===== config.mk =====
export PLATFORM = sky130hd
export DESIGN_NAME = dm_arbiter
export DESIGN_NICKNAME = d
export VERILOG_FILES = /design/src/rtl/dm_arbiter.sv
export SDC_FILE = /design/constraint.sdc
export NUM_CORES = 1
export LEC_CHECK = 0
export ABC_AREA = 1
export CORE_AREA = 2 2 145 147
export CTS_BUF_LIST = sky130_fd_sc_hd__clkbuf_4 sky130_fd_sc_hd__clkbuf_8
export DETAILED_ROUTE_END_ITERATION = 8
export DIE_AREA = 0 0 147 149
export SYNTH_ARGS = -nofsm -noshare
export SYNTH_HDL_FRONTEND = slang
export SYNTH_SLANG_ARGS = --single-unit

===== constraint.sdc =====
create_clock -name Clk -period 3.23 [get_ports Clk]
set_input_delay 0.646 -clock Clk [delete_from_list [all_inputs] [get_ports Clk]]
set_output_delay 0.646 -clock Clk [all_outputs]
set_load 0.05 [all_outputs]

===== src/rtl/dm_arbiter.sv =====
// Two-port data-memory arbiter with byte-lane steering, alignment checks and load extension.
// B gets priority after B_MAX_WAIT consecutive denials; responses return one cycle after grant.
module dm_arbiter #(
  parameter int B_MAX_WAIT = 4,
  parameter int WAIT_W     = 4
) (
  input  logic        Clk,
  input  logic        Reset,
  input  logic        A_req,
  input  logic        A_we,
  input  logic [1:0]  A_size,
  input  logic        A_sign,
  input  logic [31:0] A_addr,
  input  logic [31:0] A_wdata,
  input  logic [31:0] A_pc,
  output logic        A_gnt,
  output logic        A_valid,
  output logic        A_err,
  output logic [31:0] A_rdata,
  input  logic        B_req,
  input  logic        B_we,
  input  logic [1:0]  B_size,
  input  logic        B_sign,
  input  logic [31:0] B_addr,
  input  logic [31:0] B_wdata,
  output logic        B_gnt,
  output logic        B_valid,
  output logic        B_err,
  output logic [31:0] B_rdata,
  output logic [31:0] Address,
  output logic [31:0] Wdata,
  output logic        DMld,
  output logic [3:0]  BE,
  output logic [31:0] Pc,
  input  logic [31:0] Rdata
);

  localparam logic [WAIT_W-1:0] WAIT_MAX = WAIT_W'(B_MAX_WAIT);

  logic [WAIT_W-1:0] wait_q, wait_d;
  logic              a_valid_q, a_valid_d, a_err_q, a_err_d;
  logic              b_valid_q, b_valid_d, b_err_q, b_err_d;
  logic [31:0]       a_rdata_q, a_rdata_d, b_rdata_q, b_rdata_d;

  logic        a_win, b_win, any_win;
  logic        sel_we, sel_sign, sel_err;
  logic [1:0]  sel_size;
  logic [31:0] sel_addr, sel_wdata, load_ext, byte_word;
  logic [15:0] half_sel;
  logic        unused_addr_hi;

  assign unused_addr_hi = ^sel_addr[31:14];

  // Grants are gated by Reset so nothing reaches memory while reset is held.
  always_comb begin
    b_win   = Reset & B_req & (~A_req | (wait_q == WAIT_MAX));
    a_win   = Reset & A_req & ~b_win;
    any_win = a_win | b_win;
    A_gnt   = a_win;
    B_gnt   = b_win;

    sel_we    = b_win ? B_we    : A_we;
    sel_size  = b_win ? B_size  : A_size;
    sel_sign  = b_win ? B_sign  : A_sign;
    sel_addr  = b_win ? B_addr  : A_addr;
    sel_wdata = b_win ? B_wdata : A_wdata;

    sel_err = (sel_size == 2'b11) |
              ((sel_size == 2'b01) & sel_addr[0]) |
              ((sel_size == 2'b10) & (sel_addr[1:0] != 2'b00));
  end

  always_comb begin
    Address = 32'h0;
    Wdata   = 32'h0;
    DMld    = 1'b1;
    BE      = 4'b0000;
    Pc      = a_win ? A_pc : 32'h0;
    if (any_win) begin
      Address = {18'b0, sel_addr[13:2], 2'b00};
      if (sel_we && !sel_err) begin
        DMld = 1'b0;
        case (sel_size)
          2'b00: begin
            BE    = 4'b0001 << sel_addr[1:0];
            Wdata = {4{sel_wdata[7:0]}};
          end
          2'b01: begin
            BE    = sel_addr[1] ? 4'b1100 : 4'b0011;
            Wdata = {2{sel_wdata[15:0]}};
          end
          default: begin
            BE    = 4'b1111;
            Wdata = sel_wdata;
          end
        endcase
      end
    end
  end

  always_comb begin
    byte_word = Rdata >> {sel_addr[1:0], 3'b000};
    half_sel  = sel_addr[1] ? Rdata[31:16] : Rdata[15:0];
    case (sel_size)
      2'b00:   load_ext = {{24{sel_sign & byte_word[7]}}, byte_word[7:0]};
      2'b01:   load_ext = {{16{sel_sign & half_sel[15]}}, half_sel};
      default: load_ext = Rdata;
    endcase
  end

  always_comb begin
    wait_d = '0;
    if (B_req && !b_win)
      wait_d = (wait_q == WAIT_MAX) ? wait_q : wait_q + WAIT_W'(1);

    a_valid_d = a_win;
    a_err_d   = a_win & sel_err;
    a_rdata_d = (a_win && !sel_we && !sel_err) ? load_ext : 32'h0;
    b_valid_d = b_win;
    b_err_d   = b_win & sel_err;
    b_rdata_d = (b_win && !sel_we && !sel_err) ? load_ext : 32'h0;
  end

  always_ff @(posedge Clk or negedge Reset) begin
    if (!Reset) begin
      wait_q    <= '0;
      a_valid_q <= 1'b0;
      a_err_q   <= 1'b0;
      a_rdata_q <= 32'h0;
      b_valid_q <= 1'b0;
      b_err_q   <= 1'b0;
      b_rdata_q <= 32'h0;
    end else begin
      wait_q    <= wait_d;
      a_valid_q <= a_valid_d;
      a_err_q   <= a_err_d;
      a_rdata_q <= a_rdata_d;
      b_valid_q <= b_valid_d;
      b_err_q   <= b_err_d;
      b_rdata_q <= b_rdata_d;
    end
  end

  assign A_valid = a_valid_q;
  assign A_err   = a_err_q;
  assign A_rdata = a_rdata_q;
  assign B_valid = b_valid_q;
  assign B_err   = b_err_q;
  assign B_rdata = b_rdata_q;

endmodule


# After elaboration in Yosys (flattened, before gate mapping)
# Cells that the tools add are included.
word_totals:
  reg_bits: 72
  wordCells: 64
op_classes:
  mux: 22
  n_addsub: 1
  shifts: 2
  n_eq_ne: 5
  n_bitwise: 16
  n_reduce_logical: 11
ops:
  columns: ["cell", "n"]
  rows:
  - ["two-way mux 32 bit", 6]
  - ["case mux 32 bit (2 select lines)", 2]
  - [">> shifter 32 x 5 -> 8 bit", 1]
  - ["two-way mux 14 bit", 2]
  - ["two-way mux 4 bit", 5]
  - ["two-way mux 16 bit", 1]
  - ["AND 1 bit", 10]
  - ["case mux 4 bit (2 select lines)", 1]
  - ["logical AND 1 bit", 6]
  - ["adder 4 x 1 -> 4 bit (second input constant)", 1]
  - ["== test 2 bit (second input constant)", 2]
  - ["== test 4 x 3 -> 1 bit (second input constant)", 1]
  - ["two-way mux 1 bit", 4]
  - ["bitwise OR 1 bit", 4]
  - ["<< shifter 1 x 2 -> 4 bit (first input constant)", 1]
  - ["zero test 1 bit", 3]
  - ["== test 2 x 1 -> 1 bit (second input constant)", 1]
  - ["zero test 2 bit", 1]
  - ["two-way mux 2 bit", 1]
  - ["inequality test 2 bit (second input constant)", 1]
  - ["NOT 1 bit", 2]
  - ["nonzero test 2 bit", 1]

# Logic depth before layout (Yosys ltp)
# Gate-level depths: netlist of the first run.
depth:
  depth_word: 12
  mapped_depth: 17

# Worst setup path after synthesis of the first run
# OpenSTA, ideal clock, no wires.
synth_timing:
  kind: "register to output"
  startpoint: "register wait_q[0]"
  endpoint: "output port Pc[10]"
  stages_incl_launch_ff: 12
  setup_slack_ns: -0.350
  required_time_ns: 2.584
  t_arrival_ns: 2.934
  cell_sequence: "dfrtp_1 inv_1 ha_1 nand3_2 nand2_2 nand2_2 inv_2 buf_2 nor2_1 inv_1 buf_1 nor2_1"
synth_via:
  elab_chain_len: 6
synth_lines:
  columns: ["item", "line_no", "rtl"]
  rows:
  - ["from (decl)", "40", "logic [WAIT_W-1:0] wait_q, wait_d;"]
  - ["from (signal assigned)", "134", "wait_q <= wait_d;"]
  - ["== test 4 x 3 -> 1 bit", "56", "b_win = Reset & B_req & (~A_req | (wait_q == WAIT_MAX));"]
  - ["bitwise OR 1 bit", "56", null]
  - ["AND 1 bit", "56", null]
  - ["NOT 1 bit", "57", "a_win = Reset & A_req & ~b_win;"]
  - ["AND 1 bit", "57", null]
  - ["named net A_gnt", "16", "output logic A_gnt,"]
  - ["two-way mux 32 bit", "78", "Pc = a_win ? A_pc : 32'h0;"]
  - ["to (decl)", "34", "output logic [31:0] Pc,"]
# The timed path passes the listed nets, and every way through them passes these cells.

# Final worst setup path of the first run
layout_timing:
  startpoint: "register wait_q[1]"
  endpoint: "output port Wdata[11]"
layout_via:
  elab_chain_len: 12
  elab_cells_between_ends: 24
  classes_between: "eq/ne (4); mux (7); bitwise (9); reduce/logical (4)"
layout_lines:
  columns: ["item", "line_no", "rtl"]
  rows:
  - ["== test 4 x 3 -> 1 bit (*)", "56", null]
  - ["bitwise OR 1 bit (*)", "56", null]
  - ["AND 1 bit (*)", "56", null]
  - ["two-way mux 2 bit", "63", "sel_size = b_win ? B_size : A_size;"]
  - ["== test 2 x 1 -> 1 bit", "69, 83", null]
  - ["AND 1 bit", "69", "((sel_size == 2'b01) & sel_addr[0]) |"]
  - ["bitwise OR 1 bit", "68", "sel_err = (sel_size == 2'b11) |"]
  - ["bitwise OR 1 bit", "69", null]
  - ["zero test 1 bit", "81", "if (sel_we && !sel_err) begin"]
  - ["logical AND 1 bit", "81", null]
  - ["two-way mux 32 bit", "81", null]
  - ["two-way mux 32 bit (*)", "79", "if (any_win) begin"]
  - ["to (decl)", "31", "output logic [31:0] Wdata,"]
# Every way passes the cells marked *; elsewhere a longest branch is shown, timed or not.

==> results of run 1 <==
[worst max-delay path: cells and delay by family (launching register included)]
kind | cells | cell delay (ns)
DFF | 1 | 0.40
buffers and inverters | 5 | 0.74
AOI/OAI and AO/OA | 1 | 0.24
adders and majority gates | 1 | 0.14
and+or+nand+nor | 7 | 0.72
[worst max-delay path by stage]
stage | from | end | slack [ns]
2_1_floorplan | wait_q[0] | Pc[10] | -0.16
3_3_place_gp | B_req | Wdata[29] | -0.24
3_5_place_dp | B_req | Wdata[29] | -0.24
4_1_cts | wait_q[0] | Wdata[15] | -0.03
5_1_grt | wait_q[1] | Wdata[31] | -0.13
6_report | wait_q[1] | Wdata[11] | -0.03
[state kept, by name, indices dropped and copies added, names as in the netlist]
name	cells
B_rdata	32
A_rdata	32
wait_q	4
B_valid	1
A_valid	1
B_err	1
A_err	1
[cell type report]
cell class / count / area [µm²] / area share (%)
Clock inverter: 4 / 76.3 / 0.757
Tap cell: 275 / 344 / 3.41
Timing Repair Buffer: 399 / 4290 / 42.6
Sequential cell: 72 / 1800 / 17.9
Inverter: 140 / 538 / 5.34
Multi-Input combinational cell: 520 / 2870 / 28.5
Clock buffer: 12 / 159 / 1.58
[placed cells by master, fill, tap and decap left out, types with 4 or more instances in the layout]
master and instances:
nand2_2 10, clkdlybuf4s50_1 232, nor3_4 7, nor2_1 91, inv_1 132, o21ai_2 7
nand3_1 34, o21ai_1 8, nand2_4 10, conb_1 20, a21oi_4 7, o21ai_0 29
nand2_1 186, nor2_4 16, buf_8 10, nand3_2 10, buf_12 41, buf_6 13
clkbuf_8 11, buf_4 97, dfrtp_1 72, nor2_2 33, a21oi_1 25, or2_2 8
inv_2 4
[cell families (layout without fill, tap and decap cells)]
| kind of cell | count (synthesis) | count (layout) | share of synthesized area [%] |
|---|---|---|---|
| AO/OA/AOI/OAI | 82 | 82 | 8.48 |
| adder cells (fa/ha/maj) | 2 | 2 | 0.496 |
| other | 1 | 20 | 0.0743 |
| buffers and inverters | 194 | 555 | 17.9 |
| XOR/XNOR | 2 | 2 | 0.347 |
| AND/OR/NAND/NOR | 414 | 414 | 37.0 |
| flip-flops | 72 | 72 | 35.7 |
[timing repair]
| item | CTS | global route |
|---|---|---|
| buffers inserted | 10 | 9 |
| gates resized for setup | 49 | 80 |
| gates cloned | 2 | 2 |
| endpoints found under the setup margin | 36 | 37 |
| pin swaps | 4 | 25 |
[stage by stage]
| step | total power, mW | hold slack, ns | instance area [µm²] | util (%) | worst slack, ns |
|---|---|---|---|---|---|
| after detailed placement | 2.22 | 0.582 | 9090 | 44.2 | -0.238 |
| after floorplan | 1.64 | 0.350 | 5220 | - | -0.162 |
| final | 3.18 | 0.540 | 10100 | 49.0 | -0.0262 |
| after global routing | 3.33 | 0.608 | 10100 | 49.0 | -0.133 |
| after CTS | 3.11 | 0.568 | 9630 | 46.9 | -0.0343 |
| after global placement | 2.22 | 0.561 | 9090 | 44.2 | -0.235 |
[power by group]
group	internal, mW	switching, mW
Clock	0.487	0.338
Sequential	0.921	0.00975
Combinational	0.609	0.818
[metal layers]
metal | wire, µm | share of wire, %
met5 | 0 | 0
met4 | 327 | 1.5
met3 | 1350 | 6.1
met2 | 11900 | 54
met1 | 8550 | 39
==> results.md, run 1 <==
- Die Height: 149 µm
- # clock sinks: 72
- Clock edge transition at the registers on the reported setup and hold paths: 0.09 ns
- IO buf count: 318
- RSZ-0062 raised after global routing: yes
- Ys async rst share: 100%
- Met1 global-route usage: 22.2%
- Routed wire length: 22200 µm
- WS Path Type: reg2out
- Synth cell count leaders: nand2_1, nor2_1, inv_1, dfrtp_1, o21ai_0
- Drt first pass iters: 4
- Longest Clk Path Bufs: 2
- Drc violations: 0
- Aggregate negative setup slack: -0.163 ns
- Final HPWL DP: 17800 µm
- Layout cells sized above 1: 27.0%
- Number of fillers in the final layout: 2065
- Num rows: 53
- Worst path required time: 2.58 ns
- Setup Viol. Count Final: 11
- Synth area leaders: dfrtp_1, nand2_1, nor2_1, inv_1, buf_4
- CP Cell Sequence: inv_2 -> ha_4 -> nand3_4 -> nand2_4 -> nand2_8 -> buf_12 -> o21ai_4 -> nand2_2 -> nand2_4 -> nand3_4 -> buf_4 -> clkbuf_16 -> nor2_4 -> buf_8
- Pin count of the biggest net entering global routing: 73
- Synthesized flop and latch total: 72
- Antenna Cells: 0
- Post-synthesis cell type count: 35
- Relative slew slack: 40.3%
- Chip width: 147 µm
- Sequential fraction of the synthesis area: 35.7%
- Post-synth top flop: dfrtp_1
- Failing checks: setup timing
- Met2 usage: 36.6%
- Met3 Use GR: 3.46%
- Setup Skew: 0.0173 ns
- Synth top area share: 35.7%
- GP Congestion: 0.882
- Initial Utilization: 24.5%
- Final hold vios: 0
- Power Density: 316 nW/µm²
- Vias per cell: 4.16
- Slew Viols, Final: 0
- Worst R2R End: B_rdata[2]
- Vias in the first global route: 5582
- Ports: 375
- Synth Instances: 767
- Crit-path slowest cell: dfrtp_1
- Worst path max stage delay: 0.40 ns
- Routed via count: 5914
- Routed wire per std cell: 15.6 µm
- Syn-to-layout area delta: 99.8%
- Status: complete, but fails checks
- Die area: 21900 µm²
- Reg-to-Reg Start: wait_q[1]
- Worst-skew pair later-pin latency: 0.35 ns
- H-tree Lvls: 3
- Setup ws final: -0.0262 ns
- Iteration-0 DRC Markers: 220
- Nets: 1348
- Worst setup EP type: output pin
- Post-synth EDFFs: 0
- Gr usage total: 19.1%
- Initial antenna violation count: 0
- Reg2reg path depth: 17
- Core area: 20600 µm²
- Placed cell count: 1385
- Critical Path AT: 2.61 ns
- Root buf cell: clkbuf_8
- Non-Filler Instances: 1422
- Worst-Margin Slew: 0.895 ns
- CTS Buf Count: 9
- Count leader, synth: nand2_1
- Maxcap violations: 0
- Worst R2R Setup Slack: 0.77 ns
- HP Class: in2async
- Synth area leader: dfrtp_1
- Yosys warns: 0
- Mapped Avg Cell Area: 6.58 µm²
- Final period util: 101%
- Peak VDD IR: 0.195 mV
- GRT Max-Usage Layer: met2
- First-pass GRT wire length: 31700 µm
- Tmin final: 3.26 ns
- Leak pwr: 5.19 nW
- Mapped Area: 5040 µm²
- CTS tree: built
- Max FO, Critical Path: 6
- Grt total ovfl: 0
- Crit path launch type: flop
- Hold-fix buffers at CTS: 0
- Post-route ant nets: 0
- Fmax: 0.307 GHz
(Power assumes the default switching activity.)
==> run 2: changes to the inputs <==
CTS_BUF_LIST = sky130_fd_sc_hd__clkbuf_2   (was sky130_fd_sc_hd__clkbuf_4 sky130_fd_sc_hd__clkbuf_8)
==> run 2 against run 1 <==
  * The run still ends with setup timing left
  * Global-route usage increased by 1.3 points
  * Sequential power barely moved
  * Count of clock-buffer cells in the layout is 2 lower
  * Via count is 4.3% higher
  * First-iteration DRC count shrank 2.7%
  * Wire length grew 4.5%
  * Cell count grew 3.2%
  * Clock skew up 0.038 ns
  * Clock power fell by 31%
==> results.md, run 2 (synthesis gave the netlist of run 1 again) <==
- IO buf count: 318 (unchanged)
- Chip width: 147 µm (unchanged)
- WS Path Type: reg2out
- Clock edge transition at the registers on the reported setup and hold paths: 0.24 ns (+0.15 ns)
- Pre-CTS setup slack: -0.238 ns (unchanged)
- Initial antenna violation count: 0 (unchanged)
- Hold-fix buffers at CTS: 0 (unchanged)
- Slew Viols, Final: 0 (unchanged)
- Worst R2R End: wait_q[0]
- Initial Utilization: 24.5% (unchanged)
- H-tree Lvls: 3 (unchanged)
- Fmax: 0.288 GHz (-6.1%)
- Crit path launch type: flop
- Commonest non-fill, non-tap cell in the layout: clkdlybuf4s50_1
- Total Power: 3.06 mW (-4.0%)
- First-pass GRT wire length: 34000 µm (+7.0%)
- Power Density: 293 nW/µm² (-7.2%)
- Antenna Cells: 0 (unchanged)
- Routed wire length: 23200 µm (+4.5%)
- Max FO, Critical Path: 7 (+1)
- Setup ws final: -0.238 ns (-0.211 ns)
- Reg2reg path depth: 26 (+9)
- Reg-to-Reg Start: wait_q[0]
- Final HPWL DP: 17800 µm (unchanged)
- Worst path required time: 2.58 ns (about the same)
- Critical Path AT: 2.82 ns (+0.21 ns)
- Die area: 21900 µm² (unchanged)
- Worst R2R Setup Slack: -0.10 ns (-0.87 ns)
- Worst-Margin Slew: 0.906 ns (+0.0107 ns)
- Failing checks: setup timing
- HP Class: in2async
- Nets: 1393 (+3.3%)
- Drc violations: 0 (unchanged)
- Gr usage total: 20.4% (+1.3 points)
- Num rows: 53 (unchanged)
- Routed wire per std cell: 15.8 µm (+1.3%)
- Worst setup EP type: output pin
- Pin count of the biggest net entering global routing: 73 (unchanged)
- Routed via count: 6171 (+4.3%)
- Root buf cell: clkbuf_2
- Status: complete, but fails checks
- Relative slew slack: 39.6% (-0.71 points)
- Vias in the first global route: 6062 (+8.6%)
- Maxcap violations: 0 (unchanged)
- CTS tree: built
- RSZ-0062 raised after global routing: yes
- Setup Skew: 0.0554 ns (+0.0382 ns)
- Drt first pass iters: 4 (unchanged)
- Grt total ovfl: 0 (unchanged)
- Peak VDD IR: 0.167 mV (-14%)
- GP Congestion: 0.882 (unchanged)
- Final period util: 107% (+6.5 points)
- Worst-skew pair later-pin latency: 0.54 ns (+0.19 ns)
- Leak pwr: 5.39 nW (+3.9%)
- Syn-to-layout area delta: 107%
- Final hold vios: 0 (unchanged)
- CTS Buf Count: 9 (unchanged)
- Die Height: 149 µm (unchanged)
- # clock sinks: 72 (unchanged)
- Setup Viol. Count Final: 38 (+27)
- Vias per cell: 4.21 (+1.1%)
- Tmin final: 3.47 ns (+0.211 ns)
- Layout cells sized above 1: 31.0% (+3.9 points)
- Most frequent cells in the layout: clkdlybuf4s50_1, nand2_1, inv_1, buf_4, nor2_1
- Iteration-0 DRC Markers: 214 (-2.7%)
- Longest Clk Path Bufs: 2 (unchanged)
- Post-route ant nets: 0 (unchanged)
- Core area: 20600 µm² (unchanged)
- Ports: 375 (unchanged)
==> run 2: cell count changes in the layout (fill, tap and decap cells not counted), sizes merged <==
cell / previous run / this run
buf: 163 / 207
clkbuf: 14 / 11
bufbuf: 0 / 2
clkdlybuf4s50: 232 / 234
clkinv: 1 / 3
dlygate4sd2: 2 / 0
clkinvlp: 1 / 2
inv: 140 / 139
==> run 2: per-layer routing <==
| layer | global-route usage [%] | vias up | share of wire [%] |
|---|---|---|---|
| li1 | - | 3088 | - |
| met1 | 23.0 | 2781 | 38 |
| met2 | 38.4 | 264 | 53 |
| met3 | 3.67 | 38 | 5.8 |
| met4 | 7.50 | 0 | 3.1 |
| met5 | 0 | - | 0 |
==> run 2: through the flow <==
step | cell area [µm²] | instances | hold WS, ns | utilization [%] | setup TNS [ns]
4_1_cts | 10200 | 1467 | 0.326 | 49.5 | -6.37
5_1_grt | 10400 | 1467 | 0.343 | 50.7 | -12.98
3_3_place_gp | 9090 | 1385 | 0.561 | 44.2 | -3.51
6_report | 10400 | 1467 | 0.318 | 50.7 | -6.45
3_5_place_dp | 9090 | 1385 | 0.582 | 44.2 | -3.79
2_1_floorplan | 5220 | 786 | 0.350 | - | -0.162
==> run 2: worst max-delay path by stage <==
| stage | endpoint | startpoint | cells after the start | slack (ns) |
|---|---|---|---|---|
| finish | Wdata[14] | wait_q[0] | 14 | -0.24 |
| global route | Wdata[15] | wait_q[0] | 14 | -0.41 |
| CTS | Wdata[15] | wait_q[1] | 13 | -0.23 |
| detailed placement | Wdata[29] | B_req | 14 | -0.24 |
| global placement | Wdata[29] | B_req | 14 | -0.24 |
| floorplan | Pc[10] | wait_q[0] | 11 | -0.16 |
==> run 2: what timing repair did <==
action                                  CTS  global route
buffers inserted                         62             7
gates cloned                              4             1
hold endpoints to repair                  0             0
endpoints found under the setup margin   69            78
pin swaps                                13            12
gates resized for setup                  90            63
==> run 2: area by class of cell <==
class / count / area [µm²]
tap: 275 / 344
timing repair buffer: 444 / 4680
fill: 2034 / 10100
clock buffer: 10 / 50.0
clock inverter: 6 / 83.8
multi-input combinational: 520 / 2920
sequential: 72 / 1800
inverter: 140 / 547
==> run 2: worst max-delay path: stages (launching register included) <==
cell and delay, ns:
dfrtp_1 0.46, inv_2 0.09, ha_4 0.14, nand3_4 0.08, nand2_4 0.11, nand2_8 0.08
buf_12 0.15, o21ai_4 0.20, o21ai_2 0.11, nand2_4 0.07, nand3_4 0.13, buf_12 0.17
clkbuf_16 0.16, nor3_4 0.15, buf_12 0.16
==> run 2: where the power goes <==
part	internal [mW]	switching [mW]	total, mW
combinational	0.697	0.856	1.55
sequential	0.922	0.0103	0.933
clock	0.256	0.316	0.571
total	1.87	1.18	3.06
==> run 3: changes to the inputs <==
SLEW_MARGIN = 30   (was default)
==> run 3 against run 2 <==
  * The run still ends with setup timing left
  * Power hardly changed
  * Global-route usage stayed put
  * Combinational power hardly changed
  * Count of clock-buffer cells in the layout stayed put
  * Clock power hardly changed
  * Fmax hardly changed
==> results.md, run 3 (synthesis gave the netlist of run 1 again) <==
- Die area: 21900 µm² (unchanged)
- Syn-to-layout area delta: 107% (about the same)
- Most frequent cells in the layout: clkdlybuf4s50_1, nand2_1, inv_1
- First-pass GRT wire length: 34000 µm (unchanged)
- # clock sinks: 72 (unchanged)
- CTS Buf Count: 9 (unchanged)
- GP Congestion: 0.882 (unchanged)
- Grt total ovfl: 0 (unchanged)
- Vias in the first global route: 6062 (unchanged)
- Layout cells sized above 1: 31.0% (unchanged)
- Setup ws final: -0.237 ns (+0.00104 ns)
- Net Sw Power: 1.18 mW (unchanged)
- Longest Clk Path Bufs: 2 (unchanged)
- Vias per cell: 4.20 (-0.17%)
- Fmax: 0.288 GHz (about the same)
- Final HPWL DP: 17800 µm (unchanged)
- Switching Share: 38.7% (about the same)
- Commonest non-fill, non-tap cell in the layout: clkdlybuf4s50_1
- Peak VDD IR: 0.167 mV (about the same)
- Drt first pass iters: 4 (unchanged)
- Setup Skew: 0.0556 ns (+0.000127 ns)
- Iteration-0 DRC Markers: 214 (unchanged)
- HP Class: in2async
- Combined area of the multi-input logic cells: 2920 µm² (unchanged)
- H-tree Lvls: 3 (unchanged)
- Tmin final: 3.47 ns (-0.00104 ns)
- Post-route ant nets: 0 (unchanged)
- Post-route cell area: 10400 µm² (about the same)
- Chip width: 147 µm (unchanged)
- Die Height: 149 µm (unchanged)
- Power Density: 293 nW/µm² (about the same)
- Pin count of the biggest net entering global routing: 73 (unchanged)
- Drc violations: 0 (unchanged)
- Failing checks: setup timing
- CTS tree: built
- Routed wire length: 23200 µm (about the same)
- Combinational power share: 50.8% (about the same)
- Critical Path AT: 2.82 ns (about the same)
- IO buf count: 318 (unchanged)
- Number of fillers in the final layout: 2033 (-0.049%)
- Initial Utilization: 24.5% (unchanged)
- Relative slew slack: 56.4% (+17 points)
- Clock Power Share: 18.7% (about the same)
- Root buf cell: clkbuf_2
- Leak pwr: 5.39 nW (about the same)
- Gr usage total: 20.4% (unchanged)
- Worst setup EP type: output pin
- Max FO, Critical Path: 7 (unchanged)
- Core area: 20600 µm² (unchanged)
- Initial antenna violation count: 0 (unchanged)
- Routed via count: 6165 (-0.097%)
- Final hold vios: 0 (unchanged)
- Cell Int Power: 1.88 mW (about the same)
- Crit path launch type: flop
- Sequential share of power: 30.5% (about the same)
- Hold-fix buffers at CTS: 0 (unchanged)
- Sequential cell area: 1800 µm² (unchanged)
- Total Power: 3.06 mW (about the same)
- Worst-Margin Slew: 0.654 ns (-0.252 ns)
- RSZ-0062 raised after global routing: yes
- Ports: 375 (unchanged)
- Slew Viols, Final: 0 (unchanged)
- Maxcap violations: 0 (unchanged)
- Routed wire per std cell: 15.8 µm (-0.11%)
- Final period util: 107% (about the same)
- Status: complete, but fails checks
- Worst path required time: 2.58 ns (about the same)
- WS Path Type: reg2out
- Num rows: 53 (unchanged)
- Setup Viol. Count Final: 38 (unchanged)
- Placed instance area: 9090 µm² (unchanged)
- Clock edge transition at the registers on the reported setup and hold paths: 0.24 ns (about the same)
- Worst-skew pair later-pin latency: 0.53 ns (about the same)
- Nets: 1393 (unchanged)
## run 3: changes by cell type in the layout (fill, tap and decap cells not counted)
cell	before	now
buf_4	129	128
buf_6	29	30
diode_2	0	1
## run 3: critical path: stages, from the launching register on
cell	delay, ns
dfrtp_1	0.46
inv_2	0.09
ha_4	0.14
nand3_4	0.08
nand2_4	0.11
nand2_8	0.08
buf_12	0.15
o21ai_4	0.20
o21ai_2	0.11
nand2_4	0.07
nand3_4	0.13
buf_12	0.17
clkbuf_16	0.16
nor3_4	0.15
buf_12	0.16
## run 3: worst paths after layout
kind | startpoint | endpoint | slack (ns) | depth (start not counted)
setup / recovery | wait_q[0] | Wdata[14] | -0.24 | 14
hold / removal | Reset | wait_q[1] | 0.20 | 2
setup reg to reg | wait_q[0] | wait_q[0] | -0.10 | 26
hold reg to reg | wait_q[3] | wait_q[3] | 0.67 | 2
max in group asynchronous | Reset | A_rdata[4] | 2.49 | 2
min in group Clk | Reset | A_valid | 0.64 | 4
## run 3: metal layers
metal / routed length, µm / global-route usage [%] / vias to the layer above / part of all wire, %
li1: - / - / 3089 / -
met4: 724 / 7.50 / 0 / 3.1
met1: 8630 / 23.0 / 2780 / 37
met3: 1460 / 3.67 / 38 / 6.3
met2: 12300 / 38.4 / 258 / 53
met5: 0 / 0 / - / 0
## run 3: final cells by class
| class | count | share of cell area (%) |
|---|---|---|
| repair buffers | 444 | 44.9 |
| multi-input cells | 520 | 28.0 |
| flip-flops and latches | 72 | 17.3 |
| inverters | 140 | 5.24 |
| well taps | 275 | 3.30 |
| clock inverters | 6 | 0.804 |
| clock buffers | 10 | 0.480 |
| diodes | 1 | 0.0240 |
## run 3: stage by stage
step | util (%) | worst slack, ns | TNS (ns) | hold slack [ns] | cells
3_3_place_gp | 44.2 | -0.235 | -3.51 | 0.561 | 1385
4_1_cts | 49.5 | -0.225 | -6.37 | 0.326 | 1467
3_5_place_dp | 44.2 | -0.238 | -3.79 | 0.582 | 1385
6_report | 50.7 | -0.237 | -6.42 | 0.204 | 1468
2_1_floorplan | - | -0.162 | -0.162 | 0.350 | 786
5_1_grt | 50.7 | -0.413 | -12.98 | 0.203 | 1467
## run 3: power by group through the flow
stage	sequential [mW]	combinational, mW	clock, mW
2_1_floorplan	1.00	0.635	0
3_3_place_gp	0.948	1.27	0
3_5_place_dp	0.949	1.28	0
4_1_cts	0.932	1.48	0.590
5_1_grt	0.935	1.65	0.632
6_report	0.933	1.55	0.571
## run 3: what timing repair did
item	CTS	global route
setup endpoints to repair	69	78
resized for setup	90	63
cloned	4	1
buffers inserted	62	7
pin swaps	13	12
